$ cat src/rtl/switch_debouncer_pkg.sv
// Shared definitions for the switch debouncer.
//   deb_state_e              : per-channel debounce FSM state
//   DEFAULT_DEBOUNCE_CYCLES  : default number of stable samples to accept a level
//   cnt_width()              : width of the per-channel stability counter
package switch_debouncer_pkg;

    localparam int DEFAULT_DEBOUNCE_CYCLES = 1000000;

    typedef enum logic [1:0] {
        ST_STABLE_LOW  = 2'b00,
        ST_CHECK_HIGH  = 2'b01,
        ST_STABLE_HIGH = 2'b10,
        ST_CHECK_LOW   = 2'b11
    } deb_state_e;

    // Counter only has to reach cycles-1, so clog2(cycles) bits are enough.
    function automatic int cnt_width(input int cycles);
        return (cycles < 2) ? 1 : $clog2(cycles);
    endfunction

endpackage

$ cat src/rtl/switch_debounce_channel.sv
// One debounce channel: 2-flop synchronizer, debounce FSM and stability counter.
//   clk_i   : system clock, rising edge
//   rst_ni  : asynchronous active-low reset
//   raw_i   : asynchronous raw switch level
//   level_o : debounced level (registered)
//   rise_o  : one-cycle pulse on accepted 0->1 (registered)
//   fall_o  : one-cycle pulse on accepted 1->0 (registered)
module switch_debounce_channel
    import switch_debouncer_pkg::*;
#(
    parameter int DEBOUNCE_CYCLES = DEFAULT_DEBOUNCE_CYCLES
) (
    input  logic clk_i,
    input  logic rst_ni,
    input  logic raw_i,
    output logic level_o,
    output logic rise_o,
    output logic fall_o
);

    localparam int              CNT_W    = cnt_width(DEBOUNCE_CYCLES);
    localparam logic [CNT_W-1:0] CNT_LAST = CNT_W'(DEBOUNCE_CYCLES - 1);
    localparam logic [CNT_W-1:0] CNT_ONE  = CNT_W'(1);

    logic             meta_q;
    logic             sync_q;
    deb_state_e       state_q;
    logic [CNT_W-1:0] cnt_q;
    logic             level_q;
    logic             rise_q;
    logic             fall_q;

    // Two-flop synchronizer; only sync_q is allowed to reach the FSM.
    always_ff @(posedge clk_i or negedge rst_ni) begin
        if (!rst_ni) begin
            meta_q <= 1'b0;
            sync_q <= 1'b0;
        end else begin
            meta_q <= raw_i;
            sync_q <= meta_q;
        end
    end

    // Debounce FSM with counter and registered level/edge outputs.
    always_ff @(posedge clk_i or negedge rst_ni) begin
        if (!rst_ni) begin
            state_q <= ST_STABLE_LOW;
            cnt_q   <= '0;
            level_q <= 1'b0;
            rise_q  <= 1'b0;
            fall_q  <= 1'b0;
        end else begin
            // Pulses last exactly one cycle unless re-asserted below.
            rise_q <= 1'b0;
            fall_q <= 1'b0;
            case (state_q)
                ST_STABLE_LOW: begin
                    if (sync_q) begin
                        state_q <= ST_CHECK_HIGH;
                        cnt_q   <= '0;
                    end else begin
                        state_q <= ST_STABLE_LOW;
                    end
                end
                ST_CHECK_HIGH: begin
                    if (!sync_q) begin
                        state_q <= ST_STABLE_LOW;
                    end else if (cnt_q == CNT_LAST) begin
                        // Counter never wraps: acceptance leaves the CHECK state.
                        state_q <= ST_STABLE_HIGH;
                        level_q <= 1'b1;
                        rise_q  <= 1'b1;
                    end else begin
                        cnt_q <= cnt_q + CNT_ONE;
                    end
                end
                ST_STABLE_HIGH: begin
                    if (!sync_q) begin
                        state_q <= ST_CHECK_LOW;
                        cnt_q   <= '0;
                    end else begin
                        state_q <= ST_STABLE_HIGH;
                    end
                end
                ST_CHECK_LOW: begin
                    if (sync_q) begin
                        state_q <= ST_STABLE_HIGH;
                    end else if (cnt_q == CNT_LAST) begin
                        state_q <= ST_STABLE_LOW;
                        level_q <= 1'b0;
                        fall_q  <= 1'b1;
                    end else begin
                        cnt_q <= cnt_q + CNT_ONE;
                    end
                end
                default: begin
                    state_q <= ST_STABLE_LOW;
                    cnt_q   <= '0;
                    level_q <= 1'b0;
                end
            endcase
        end
    end

    assign level_o = level_q;
    assign rise_o  = rise_q;
    assign fall_o  = fall_q;

endmodule

$ cat src/rtl/switch_debouncer.sv
// Multi-channel switch debouncer.
//   SYSTEMCLOCK           : system clock, rising edge
//   PUSH_BUTTON_RESET_RAW : asynchronous active-low reset
//   switch_raw            : asynchronous raw switch levels, bit i = channel i
//   switch_level          : debounced level per channel
//   switch_rise           : one-cycle pulse per channel on accepted 0->1
//   switch_fall           : one-cycle pulse per channel on accepted 1->0
//   switch_changed        : OR of all rise/fall pulses, same cycle
module switch_debouncer
    import switch_debouncer_pkg::*;
#(
    parameter int NUM_SWITCHES    = 4,
    parameter int DEBOUNCE_CYCLES = DEFAULT_DEBOUNCE_CYCLES
) (
    input  logic                    SYSTEMCLOCK,
    input  logic                    PUSH_BUTTON_RESET_RAW,
    input  logic [NUM_SWITCHES-1:0] switch_raw,
    output logic [NUM_SWITCHES-1:0] switch_level,
    output logic [NUM_SWITCHES-1:0] switch_rise,
    output logic [NUM_SWITCHES-1:0] switch_fall,
    output logic                    switch_changed
);

    for (genvar gi = 0; gi < NUM_SWITCHES; gi++) begin : g_chan
        switch_debounce_channel #(
            .DEBOUNCE_CYCLES (DEBOUNCE_CYCLES)
        ) u_chan (
            .clk_i   (SYSTEMCLOCK),
            .rst_ni  (PUSH_BUTTON_RESET_RAW),
            .raw_i   (switch_raw[gi]),
            .level_o (switch_level[gi]),
            .rise_o  (switch_rise[gi]),
            .fall_o  (switch_fall[gi])
        );
    end

    // Built only from registered pulses, so there is no path from switch_raw.
    assign switch_changed = |(switch_rise | switch_fall);

endmodule

$ cat config.mk
export PLATFORM = sky130hd
export DESIGN_NAME = switch_debouncer
export DESIGN_NICKNAME = d
export VERILOG_FILES = /design/src/rtl/switch_debouncer_pkg.sv /design/src/rtl/switch_debounce_channel.sv /design/src/rtl/switch_debouncer.sv
export SDC_FILE = /design/constraint.sdc
export NUM_CORES = 1
export LEC_CHECK = 0
export BUFFER_PORTS_ARGS = -buffer_cell sky130_fd_sc_hd__buf_2
export CAP_MARGIN = 20
export CORE_ASPECT_RATIO = 1.2
export CORE_MARGIN = 5
export CORE_UTILIZATION = 57
export DETAILED_ROUTE_END_ITERATION = 10
export PLACE_DENSITY = 0.81
export SKIP_LAST_GASP = 1
export SYNTH_ARGS = -nofsm -noshare
export SYNTH_HDL_FRONTEND = slang
export SYNTH_SLANG_ARGS = --single-unit
$ cat constraint.sdc
create_clock -name SYSTEMCLOCK -period 3.7 [get_ports SYSTEMCLOCK]
set_clock_uncertainty 0.05 [all_clocks]
set_input_delay 0.37 -clock SYSTEMCLOCK [delete_from_list [all_inputs] [get_ports SYSTEMCLOCK]]
set_output_delay 0.37 -clock SYSTEMCLOCK [all_outputs]
set_load 0.02 [all_outputs]
; ---- After elaboration in Yosys (flattened, before gate mapping)
; Cells that the tools add are included.
[totals]
reg_bits = 108
in_bits = 6
output_inout_bits = 13
word_cells = 194
[op_classes]
n_addsub = 4
n_eq_ne = 48
muxes = 92
bitwise = 1
reduce_logical = 21
[op_table]
columns = op, count
row1 = two-way mux 20 bit, 20
row2 = one-hot mux 20 bit (4 select lines), 4
row3 = "adder 20 x 1 -> 20 bit, second input constant", 4
row4 = "== test 20 bit, second input constant", 4
row5 = two-way mux 1 bit, 44
row6 = two-way mux 2 bit, 16
row7 = "inequality test 2 x 1 -> 1 bit, second input constant", 16
row8 = one-hot mux 2 bit (4 select lines), 4
row9 = AND reduction 5 bit, 4
row10 = "== test 2 bit, second input constant", 8
row11 = "inequality test 2 bit, second input constant", 8
row12 = AND reduction 4 bit, 4
row13 = "inequality test 3 x 1 -> 1 bit, second input constant", 4
row14 = "inequality test 3 bit, second input constant", 4
row15 = "== test 2 x 1 -> 1 bit, second input constant", 4
row16 = logical NOT 2 bit, 4
row17 = one-hot mux 1 bit (2 select lines), 4
row18 = AND reduction 2 bit, 4
row19 = nonzero test 2 bit, 4
row20 = OR 4 bit, 1
row21 = OR reduction 4 bit, 1

; ---- Logic depth before layout (Yosys ltp)
; Gate-level depths: netlist (run 1).
[depth]
ltp_word = 4
ltp_mapped = 8
depth_no_buf = 6

; ---- Hierarchy
; From an unflattened synthesis (run 1), not the netlist that was laid out.
[hier_totals]
hier_cells = 607
hier_area_um2 = 5784.3
[modules_own_cells]
columns = module, n_inst, cells_per_inst, area_each_um2, seq_area_each_um2
row1 = switch_debounce_channel (g_chan[1].u_chan ...), 2, 144, 1417.6, 675.6
row2 = switch_debounce_channel (g_chan[0].u_chan), 1, 164, 1505.2, 675.6
row3 = switch_debounce_channel (g_chan[3].u_chan), 1, 152, 1427.6, 675.6
row4 = switch_debouncer, 1, 3, 16.3, 0.0

; ---- Least setup slack after synthesis (run 1)
; Ideal clock, no wire load.
[synth_path]
path_type = register to register
from = reg g_chan[2].u_chan.cnt_q[13]
to = reg g_chan[2].u_chan.cnt_q[2]
setup_ns = 0.137
arrival_time_ns = 2.011
required_time_ns = 3.513
setup_slack_ns = 1.501
path_stages_with_launch = 6
path_buffers = 1
period_less_slack_ns = 2.199
path_cell_list = dfrtp_1 or4b_1 or4_4 o31ai_4 buf_6 o221ai_1
[synth_via]
elab_chain_cells = 4
elab_cells_between_ends = 5
classes_between = 1 x eq/ne / 4 x mux
[synth_rtl]
columns = item, line_no
row1 = start: declaration, switch_debounce_channel.sv:28  ; logic [CNT_W-1:0] cnt_q;
row2 = start signal: assignment, switch_debounce_channel.sv:74  ; cnt_q <= cnt_q + CNT_ONE;
row3 = start signal: assignment, switch_debounce_channel.sv:93  ; cnt_q <= cnt_q + CNT_ONE;
row4 = == test 20 bit (*), "switch_debounce_channel.sv:68, switch_debounce_channel.sv:88"
row5 = two-way mux 20 bit (*), -
row6 = "two-way mux 20 bit, on equally long branches", -
row7 = one-hot mux 20 bit (4 select lines) (*), -
; Mark *: on every way between the ends. The rest lies on a longest branch, timed or not. The select of a mux whose other input is x is not followed.
; A chain may end at the register's enable or synchronous reset.

; ---- Worst setup path after layout (run 1)
[layout_path]
from = reg g_chan[2].u_chan.cnt_q[13]
to = reg g_chan[2].u_chan.cnt_q[17]
[layout_via]
elab_chain_cells = 4
elab_cells_between_ends = 6
classes_between = 1 x add/sub / 1 x eq/ne / 4 x mux
[layout_rtl]
columns = item, line_no
row1 = adder 20 x 1 -> 20 bit / == test 20 bit (equally long branches), -
row2 = two-way mux 20 bit (*), "switch_debounce_channel.sv:68, switch_debounce_channel.sv:88"
row3 = "two-way mux 20 bit, on equally long branches", "switch_debounce_channel.sv:86, switch_debounce_channel.sv:66"
row4 = one-hot mux 20 bit (4 select lines) (*), switch_debounce_channel.sv:56  ; case (state_q)
; Marks and branches as above.

==> flow_summary_export.csv, run 1 <==
group,metric,value,unit
floorplan,core,0.0101,sq mm
sta,relSlewSlack,35.6,%
floorplan,floorplan.initialDensity,58.6,%
global_route,grt_pass1_wl,21200,um
clocking,max-clock-path-buffers,2,
power_and_ir_drop,power_frac_clock,42.0,%
yosys,netlist_instances,632,
power_and_ir_drop,pwr-share-seq,52.0,%
power_and_ir_drop,powerDensity,386,mW/mm^2
sta,hold_viol_final,0,
clocking,cts_root_buf,"clkbuf_16",
global_route,grt_max_degree,70,
power_and_ir_drop,swShare,23.5,%
route,firstDrtPassIters,5,
clocking,numClockSinks,108,
yosys,synth_fp_nets,642,
yosys,avgSynthCellArea,9.37,sq um
global_route,grt_usage,20.8,%
floorplan,rows,40,
yosys,synthArstFlopShare,100,%
sta,tightest_slew,0.959,ns
yosys,ys_seq_area_share,45.6,%
yosys,ys_ff_latch,108,
placed_design,postPlaceCellArea,0.00603,sq mm
clocking,post_cts_resized,0,
power_and_ir_drop,power,2.45,mW
clocking,cts_setup_buffers,0,
clocking,hold_buffers,0,
yosys,ys_types,60,
placed_design,port_buffers,18,
placed_design,place_inst,741,
yosys,yosysWarnings,0,
route,finalWirelength,12200,um
layout,finalNonFillerCells,757,
min_path,hp-class,"in -> async",
sta,setup_ws,0.908,ns
sta,finalCritPeriodShare,75.5,%
route,viasPerCell,6.33,
yosys,ys.flop_type,"dfrtp_1",
critical_path,r2r-start,"g_chan[2].u_chan.cnt_q[13]$_DFFE_PN0P_",
critical_path,path_class,"reg -> reg",
critical_path,arrival,3.02,ns
sta,rsz0062_at_grt,"no",
floorplan,die_w,103,um
yosys,synth_area,0.00592,sq mm
placed_design,place_ws,0.966,ns
layout,num_antenna_cells,0,
critical_path,cp-start-kind,"register",
global_route,grt_overflow,0,
critical_path,end_kind,"register",
sta,fmax,358,MHz
power_and_ir_drop,power.switching,0.574,mW
sta,hold_slack,0.0690,ns
clocking,cts_max_level,3,
critical_path,cp_max_fo,25,
clocking,numCtsBuffers,9,
route,drc,0,
placed_design,place.gp.congestion,0.856,
critical_path,required,3.93,ns
power_and_ir_drop,power.leakage,2.75,nW
job,drv_cap,0,
power_and_ir_drop,vdd_drop_max,230,uV
sta,setup_viol,0,
floorplan,die_area,0.0125,sq mm
critical_path,r2r_end,"g_chan[2].u_chan.cnt_q[17]$_DFFE_PN0P_",
placed_design,dp_hpwl,8200,um
clocking,clk_pin_slew,0.07,ns
layout,num-nets-final,636,
layout,drive_gt1_share,10.9,%
global_route,grt_pass1_vias,4552,
power_and_ir_drop,p_int,1.87,mW
layout,syn2layout_area_growth,7.20,%
floorplan,num_io_pins,19,
clocking,clk-insertion-delay-late,0.35,ns
outcome,status,"finished clean",
route,ant_nets,0,
sta,period_needed,2.79,ns
sta,tns,0,ns
yosys,synth_edf_count,0,
layout,nFillCells,803,
critical_path,regToRegSetupSlack,0.91,ns
route,avgRoutedWirePerCell,16.1,um
floorplan,die_h,122,um
route,initialDrtViolationCount,223,
sta,slew_viol_final,0,
clocking,cts_tree,"yes",
global_route,antenna_found_initial,0,
layout,fin_util,62.8,%
route,vias,4791,
power_and_ir_drop,comb_power_share,6.0,%
critical_path,rr_worst_depth,6,
layout,fin_area,0.00635,sq mm
-- power by group through the flow --
stage                     Combinational, mW  Sequential, mW  Clock, mW
after global routing                  0.170            1.28       1.10
after CTS                             0.151            1.27       1.05
final                                 0.148            1.27       1.03
after floorplan                       0.111            1.27          0
after detailed placement              0.149            1.29          0
after global placement                0.143            1.29          0
-- cell families after synthesis --
| kind of cell | synth area share [%] |
|---|---|
| muxes | 3.51 |
| buffers and inverters | 4.82 |
| adders and majority gates | 0.845 |
| and+or+nand+nor | 28.5 |
| AOI/OAI and AO/OA | 14.8 |
| DFF | 45.6 |
| xor gates and xnor gates | 1.92 |
-- critical path, cell delays in order (launching register included) --
cell,delay [ns]
dfrtp_1,0.45
or4b_1,0.52
or4_4,0.54
o31ai_4,0.76
buf_4,0.26
inv_4,0.03
o211ai_2,0.11
-- area by class of cell --
cell class | count | area (sq um) | share of cell area [%]
tap | 126 | 158 | 2.48
timing repair buffer | 28 | 168 | 2.64
inverter | 14 | 55.1 | 0.867
sequential | 108 | 2700 | 42.6
multi-input combinational | 465 | 2950 | 46.5
clock buffer | 11 | 233 | 3.66
clock inverter | 5 | 85.1 | 1.34
-- worst max-delay path by stage --
| stage | from | endpoint | cells after the start |
|---|---|---|---|
| 3_5_place_dp | g_chan[2].u_chan.cnt_q[13]$_DFFE_PN0P_ | g_chan[2].u_chan.cnt_q[17]$_DFFE_PN0P_ | 6 |
| 6_report | g_chan[2].u_chan.cnt_q[13]$_DFFE_PN0P_ | g_chan[2].u_chan.cnt_q[17]$_DFFE_PN0P_ | 6 |
| 5_1_grt | g_chan[2].u_chan.cnt_q[13]$_DFFE_PN0P_ | g_chan[2].u_chan.cnt_q[11]$_DFFE_PN0P_ | 5 |
| 3_3_place_gp | g_chan[2].u_chan.cnt_q[13]$_DFFE_PN0P_ | g_chan[2].u_chan.cnt_q[17]$_DFFE_PN0P_ | 6 |
| 2_1_floorplan | g_chan[2].u_chan.cnt_q[13]$_DFFE_PN0P_ | g_chan[2].u_chan.cnt_q[2]$_DFFE_PN0P_ | 5 |
| 4_1_cts | g_chan[2].u_chan.cnt_q[13]$_DFFE_PN0P_ | g_chan[2].u_chan.cnt_q[17]$_DFFE_PN0P_ | 6 |
-- registers in the layout, summed over array words and instances (netlist names), named ones only --
signal / cells
g_chan.u_chan.cnt_q: 80
g_chan.u_chan.sync_q: 4
g_chan.u_chan.level_o: 4
g_chan.u_chan.fall_o: 4
g_chan.u_chan.meta_q: 4
g_chan.u_chan.state_q: 4
g_chan.u_chan.rise_o: 4
-- layout by cell type, fill, tap and decap left out, types with 9 or more instances in the layout --
| cell | n |
|---|---|
| a22o_1 | 26 |
| o21ai_0 | 26 |
| nor3b_1 | 11 |
| buf_4 | 11 |
| nand4_1 | 15 |
| or4_1 | 12 |
| nor2_1 | 41 |
| buf_2 | 17 |
| clkbuf_16 | 9 |
| xnor2_1 | 9 |
| dfrtp_1 | 108 |
| inv_1 | 13 |
| and3_1 | 13 |
| nand2_1 | 86 |
| a21oi_1 | 13 |
| o211ai_1 | 9 |
| mux2_2 | 14 |
| nor3_1 | 14 |
| nand3_1 | 48 |
-- routing by layer --
metal  wire, um  global-route usage (%)  vias to the layer above
met5          0                       0                        -
met4        240                    8.50                        0
met3        476                    2.92                       20
met2       6040                    33.3                       97
met1       5400                    28.2                     2343
li1           -                       -                     2331
-- cell usage after synthesis (3+ instances only) --
master | instances | area share, %
nor3_1 | 14 | 1.2
a21oi_1 | 13 | 1.1
nor3b_1 | 11 | 1.4
or4b_1 | 3 | 0.51
nor4b_1 | 8 | 1.2
clkbuf_1 | 30 | 1.9
xor2_1 | 3 | 0.44
nor2_1 | 41 | 2.6
o41ai_1 | 5 | 0.74
a21o_1 | 6 | 0.76
or4_1 | 12 | 1.5
or4b_2 | 5 | 0.84
nand2b_1 | 8 | 0.84
mux2i_1 | 5 | 0.84
nand4_1 | 15 | 1.6
and3_1 | 13 | 1.4
o21ai_0 | 26 | 2.2
nor2b_1 | 3 | 0.32
nand4b_1 | 4 | 0.59
inv_1 | 13 | 0.82
nand3_1 | 48 | 4.1
nor4_1 | 9 | 0.95
o221ai_1 | 7 | 1.0
buf_4 | 12 | 1.5
dfrtp_1 | 108 | 46
a22o_1 | 26 | 3.8
a31oi_1 | 8 | 0.84
mux2_2 | 14 | 2.7
o211ai_1 | 9 | 1.1
nand3b_1 | 8 | 1.0
nand2_1 | 86 | 5.4
and4_1 | 4 | 0.59
xnor2_1 | 10 | 1.5
or3_1 | 4 | 0.42
and2_1 | 4 | 0.42
ha_1 | 4 | 0.84
a41oi_1 | 3 | 0.44
nor4bb_1 | 3 | 0.51
Power figures use the tool's default switching activity.
==> inputs of run 2 (changes only) <==
--- a/config.mk
+++ b/config.mk
@@ -9,9 +9,9 @@
 export CAP_MARGIN = 20
 export CORE_ASPECT_RATIO = 1.2
 export CORE_MARGIN = 5
-export CORE_UTILIZATION = 57
+export CORE_UTILIZATION = 56
 export DETAILED_ROUTE_END_ITERATION = 10
-export PLACE_DENSITY = 0.81
+export PLACE_DENSITY = 0.83
 export SKIP_LAST_GASP = 1
 export SYNTH_ARGS = -nofsm -noshare
 export SYNTH_HDL_FRONTEND = slang
==> constraint.sdc (replaced) <==
create_clock -name SYSTEMCLOCK -period 2.55 [get_ports SYSTEMCLOCK]
set_clock_uncertainty 0.05 [all_clocks]
set_input_delay 0.255 -clock SYSTEMCLOCK [delete_from_list [all_inputs] [get_ports SYSTEMCLOCK]]
set_output_delay 0.255 -clock SYSTEMCLOCK [all_outputs]
set_load 0.02 [all_outputs]
==> flow_summary_export.csv, run 2 (same netlist as run 1, synthesis figures left out) <==
group,metric,value,unit
placed_design,port_buffers,18,
floorplan,die_w,104,um
critical_path,cp_max_fo,8,
layout,largest_register_ffs,80,
sta,tightest_slew,0.998,ns
floorplan,die_area,0.0127,sq mm
layout,syn2layout_area_growth,9.69,%
layout,layout_common_cells,"dfrtp_1, nand2_1, nand3_1",
global_route,antenna_found_initial,0,
sta,tns,0,ns
route,drc,0,
route,vias,4911,
placed_design,dp_hpwl,8340,um
clocking,clk_pin_slew,0.07,ns
route,ant_nets,0,
route,finalWirelength,12700,um
clocking,cts_tree,"yes",
global_route,top_usage_layer,"met2",
floorplan,die_h,123,um
global_route,met2_usage,34.4,%
clocking,numCtsBuffers,9,
placed_design,place.gp.congestion,0.879,
clocking,cts_max_level,3,
global_route,grt_pass1_wl,22000,um
power_and_ir_drop,power.leakage,2.82,nW
critical_path,path_class,"reg -> reg",
global_route,grt_max_degree,58,
power_and_ir_drop,vdd_drop_max,448,uV
route,viasPerCell,6.36,
route,initialDrtViolationCount,310,
global_route,grt_pass1_vias,4659,
floorplan,floorplan.initialDensity,56.9,%
critical_path,end_kind,"register",
sta,fmax,421,MHz
layout,num_antenna_cells,0,
critical_path,cp-start-kind,"register",
layout,fin_util,62.4,%
route,firstDrtPassIters,5,
global_route,grt_usage,20.6,%
route,avgRoutedWirePerCell,16.5,um
clocking,cts_root_buf,"clkbuf_16",
global_route,grt_use_met1,26.7,%
power_and_ir_drop,powerDensity,557,mW/mm^2
clocking,numClockSinks,108,
min_path,hp-class,"reg -> reg",
critical_path,arrival,2.59,ns
floorplan,num_io_pins,19,
layout,layout_commonest_cell,"dfrtp_1",
sta,hold_viol_final,0,
floorplan,rows,41,
global_route,grt_overflow,0,
sta,rsz0062_at_grt,"no",
sta,setup_viol,0,
layout,drive_gt1_share,12.1,%
sta,slew_viol_final,0,
layout,num-nets-final,648,
power_and_ir_drop,power,3.62,mW
clocking,clk-insertion-delay-late,0.35,ns
floorplan,core,0.0104,sq mm
sta,finalCritPeriodShare,93.2,%
sta,period_needed,2.38,ns
global_route,grtUsageMet3,4.00,%
clocking,max-clock-path-buffers,2,
sta,hold_slack,0.300,ns
layout,finalNonFillerCells,772,
placed_design,place_inst,751,
sta,setup_ws,0.175,ns
critical_path,regToRegSetupSlack,0.17,ns
placed_design,place_ws,0.130,ns
placed_design,postPlaceCellArea,0.00611,sq mm
job,drv_cap,0,
sta,relSlewSlack,33.0,%
layout,fin_area,0.00650,sq mm
critical_path,required,2.77,ns
layout,largest-register,"g_chan.u_chan.cnt_q",
outcome,status,"finished clean",
==> run 2: cell count changes in the layout (fill, tap and decap cells not counted), sizes merged <==
cell         previous run  this run
clkinv                  1         2
dlygate4sd3             0         5
buf                    28        35
inv                    15        14
==> run 2: layer usage <==
metal | wire length (um) | vias up
met5 | 0 | -
met4 | 232 | 0
met3 | 711 | 19
met2 | 6300 | 149
met1 | 5480 | 2388
li1 | - | 2355
==> run 2: what timing repair did <==
action / in CTS / in global routing
gates resized for setup: 0 / 1
hold buffers: 5 / 0
buffers inserted: 0 / 0
setup endpoints to repair: 0 / 4
endpoints found under the hold margin: 59 / 0
==> run 2: cell type report <==
class | count | area, sq um
clock buffer | 11 | 243
clock inverter | 5 | 85.1
fill | 814 | 3920
inverter | 14 | 55.1
multi-input combinational | 465 | 2960
sequential | 108 | 2700
tap | 129 | 161
timing repair buffer | 40 | 295
==> run 2: worst max-delay path: stages, from the launching register on <==
cell and delay, ns:
dfrtp_1 0.46, or4b_2 0.71, nor4_2 0.35, nand3_1 0.23
nand2_1 0.18, inv_1 0.11, a31oi_1 0.20
==> run 2: power by group <==
part | leakage (nW) | internal [mW] | switching (mW)
Sequential | 1.47 | 1.77 | 0.0818
Combinational | 1.19 | 0.0996 | 0.141
Clock | 0.156 | 0.892 | 0.636
Total | 2.82 | 2.76 | 0.858
==> run 2: final timing paths <==
check                      cells after the start                                endpoint                             startpoint
max                                            6   g_chan[1].u_chan.cnt_q[7]$_DFFE_PN0P_  g_chan[1].u_chan.cnt_q[8]$_DFFE_PN0P_
min                                            0       g_chan[3].u_chan.sync_q$_DFF_PN0_      g_chan[3].u_chan.meta_q$_DFF_PN0_
max reg2reg                                    6   g_chan[1].u_chan.cnt_q[7]$_DFFE_PN0P_  g_chan[1].u_chan.cnt_q[8]$_DFFE_PN0P_
min reg2reg                                    0       g_chan[3].u_chan.sync_q$_DFF_PN0_      g_chan[3].u_chan.meta_q$_DFF_PN0_
max in group asynchronous                      3   g_chan[3].u_chan.cnt_q[5]$_DFFE_PN0P_                  PUSH_BUTTON_RESET_RAW
min in group asynchronous                      2  g_chan[0].u_chan.cnt_q[13]$_DFFE_PN0P_                  PUSH_BUTTON_RESET_RAW
==> inputs of run 3 (changes only) <==
--- a/config.mk
+++ b/config.mk
@@ -5,12 +5,14 @@
 export SDC_FILE = /design/constraint.sdc
 export NUM_CORES = 1
 export LEC_CHECK = 0
-export BUFFER_PORTS_ARGS = -buffer_cell sky130_fd_sc_hd__buf_2
 export CAP_MARGIN = 20
+export CELL_PAD_IN_SITES_DETAIL_PLACEMENT = 0
+export CELL_PAD_IN_SITES_GLOBAL_PLACEMENT = 2
 export CORE_ASPECT_RATIO = 1.2
 export CORE_MARGIN = 5
-export CORE_UTILIZATION = 56
+export CORE_UTILIZATION = 37
 export DETAILED_ROUTE_END_ITERATION = 10
+export DONT_BUFFER_PORTS = 1
 export PLACE_DENSITY = 0.83
 export SKIP_LAST_GASP = 1
 export SYNTH_ARGS = -nofsm -noshare
==> flow_summary_export.csv, run 3 (same netlist as run 1, synthesis figures left out) <==
group,metric,value,unit
global_route,grt_overflow,0,
outcome,status,"finished with violations",
layout,largest-register,"g_chan.u_chan.cnt_q",
clocking,cts_setup_buffers,0,
layout,layout_commonest_cell,"dfrtp_1",
floorplan,num_io_pins,19,
clocking,cts_max_level,3,
sta,slew_viol_final,0,
global_route,grt_max_degree,109,
layout,syn2layout_area_growth,8.72,%
critical_path,critical_path.cell_chain,"or4b_2 -> nor4_2 -> nand3_1 -> nand2_1 -> inv_1 -> a31oi_1",
global_route,grt_pass1_vias,4770,
placed_design,place.gp.congestion,0.805,
sta,hold_slack,-0.459,ns
clocking,numClockSinks,108,
route,vias,4758,
floorplan,die_h,149,um
sta,rsz0062_at_grt,"no",
route,viasPerCell,5.74,
power_and_ir_drop,power,3.49,mW
layout,drive_gt1_share,9.34,%
power_and_ir_drop,vdd_drop_max,325,uV
global_route,grt_pass1_wl,23100,um
sta,relSlewSlack,51.0,%
sta,finalCritPeriodShare,91.7,%
route,ant_nets,0,
placed_design,dp_hpwl,8620,um
global_route,antenna_found_initial,0,
power_and_ir_drop,power_frac_clock,41.5,%
power_and_ir_drop,power.switching,0.822,mW
floorplan,die_w,126,um
sta,tns,0,ns
layout,fin_area,0.00644,sq mm
sta,tightest_slew,0.725,ns
layout,num-nets-final,627,
clocking,hold_buffers,4,
route,initialDrtViolationCount,323,
critical_path,end_kind,"register",
power_and_ir_drop,pwr-share-seq,52.9,%
power_and_ir_drop,powerDensity,542,mW/mm^2
critical_path,crit_buf_inv,1,
min_path,hp-class,"in -> async",
sta,hold_viol_final,108,
layout,num_antenna_cells,0,
floorplan,floorplan.initialDensity,37.9,%
sta,period_needed,2.34,ns
critical_path,cp-start-kind,"register",
route,firstDrtPassIters,4,
floorplan,core,0.0156,sq mm
layout,layout_common_cells,"dfrtp_1, nand2_1, nand3_1",
layout,fin_util,41.2,%
placed_design,postPlaceCellArea,0.00609,sq mm
critical_path,cp_max_fo,8,
route,drc,0,
global_route,grt_usage,14.9,%
layout,finalNonFillerCells,829,
clocking,clk_pin_slew,0.07,ns
clocking,cts_root_buf,"clkbuf_16",
job,drv_cap,0,
sta,fmax,427,MHz
clocking,max-clock-path-buffers,2,
route,finalWirelength,13300,um
route,avgRoutedWirePerCell,16.0,um
outcome,violations,"negative hold slack",
critical_path,critPathSlowestCell,"or4b_2",
power_and_ir_drop,comb_power_share,5.5,%
critical_path,path_class,"reg -> reg",
floorplan,rows,50,
clocking,numCtsBuffers,9,
power_and_ir_drop,power.leakage,2.70,nW
critical_path,arrival,2.56,ns
clocking,clk-insertion-delay-late,0.36,ns
clocking,cts_tree,"yes",
layout,largest_register_ffs,80,
sta,setup_viol,0,
critical_path,required,2.77,ns
placed_design,port_buffers,0,
power_and_ir_drop,swShare,23.6,%
power_and_ir_drop,p_int,2.67,mW
floorplan,die_area,0.0187,sq mm
placed_design,place_inst,810,
critical_path,cp_slowest_stage_delay,0.71,ns
critical_path,worst_path_dominant_cell_family,"simple AND/OR/NAND/NOR gates",
## run 3: cell types whose count changed in the layout (fill, tap and decap cells not counted), sizes merged
cell	before	now
clkinv	2	3
dlygate4sd3	5	4
bufinv	2	1
clkinvlp	1	0
buf	35	15
## run 3: cell type report
| type | instances | area (sq um) |
|---|---|---|
| fill | 1562 | 9200 |
| multi-input combinational | 465 | 2960 |
| sequential | 108 | 2700 |
| tap | 208 | 260 |
| clock buffer | 11 | 253 |
| timing repair buffer | 19 | 165 |
| inverter | 14 | 55.1 |
| clock inverter | 4 | 48.8 |
## run 3: what timing repair did
action,in CTS,in global routing
setup endpoints to repair,0,4
resized for setup,0,1
hold endpoints to repair,112,108
## run 3: power by group through the flow
stage          combinational (mW)  clock, mW  sequential, mW
4_1_cts                     0.193       1.51            1.85
3_5_place_dp                0.188          0            1.88
2_1_floorplan               0.160          0            1.85
5_1_grt                     0.220       1.57            1.86
3_3_place_gp                0.180          0            1.88
6_report                    0.193       1.45            1.85
## run 3: worst reg2reg max path: cells and delay by family (launching register included)
family / cells / cell delay, ns
flip-flops: 1 / 0.44
AO/OA/AOI/OAI: 1 / 0.20
AND/OR/NAND/NOR: 4 / 1.45
buffers and inverters: 1 / 0.11
## run 3: per-stage QoR
step / setup WS (ns) / hold slack (ns)
after CTS: 0.0982 / -0.473
after detailed placement: 0.125 / -0.0862
after floorplan: 0.351 / -0.0906
final: 0.211 / -0.459
after global placement: 0.236 / -0.0866
after global routing: 0.00681 / -0.480
## run 3: worst paths after layout
kind | from | end | slack (ns) | cells after the start
worst min register to register | g_chan[1].u_chan.meta_q$_DFF_PN0_ | g_chan[1].u_chan.sync_q$_DFF_PN0_ | 0.30 | 0
min in group SYSTEMCLOCK | g_chan[1].u_chan.meta_q$_DFF_PN0_ | g_chan[1].u_chan.sync_q$_DFF_PN0_ | 0.30 | 0
worst max-delay path | g_chan[1].u_chan.cnt_q[8]$_DFFE_PN0P_ | g_chan[1].u_chan.cnt_q[5]$_DFFE_PN0P_ | 0.21 | 6
max in group asynchronous | PUSH_BUTTON_RESET_RAW | g_chan[2].u_chan.fall_o$_DFF_PN0_ | 2.72 | 0
worst max register to register | g_chan[1].u_chan.cnt_q[8]$_DFFE_PN0P_ | g_chan[1].u_chan.cnt_q[5]$_DFFE_PN0P_ | 0.21 | 6
worst min-delay path | PUSH_BUTTON_RESET_RAW | g_chan[0].u_chan.cnt_q[14]$_DFFE_PN0P_ | -0.46 | 0
## run 3: layer usage
layer / global-route usage, % / wire (um) / vias up / part of all wire (%)
li1: - / - / 2314 / -
met5: 0 / 0 / - / 0
met2: 24.6 / 6210 / 65 / 47
met3: 3.09 / 494 / 17 / 3.7
met1: 19.3 / 6350 / 2362 / 48
met4: 5.64 / 229 / 0 / 1.7
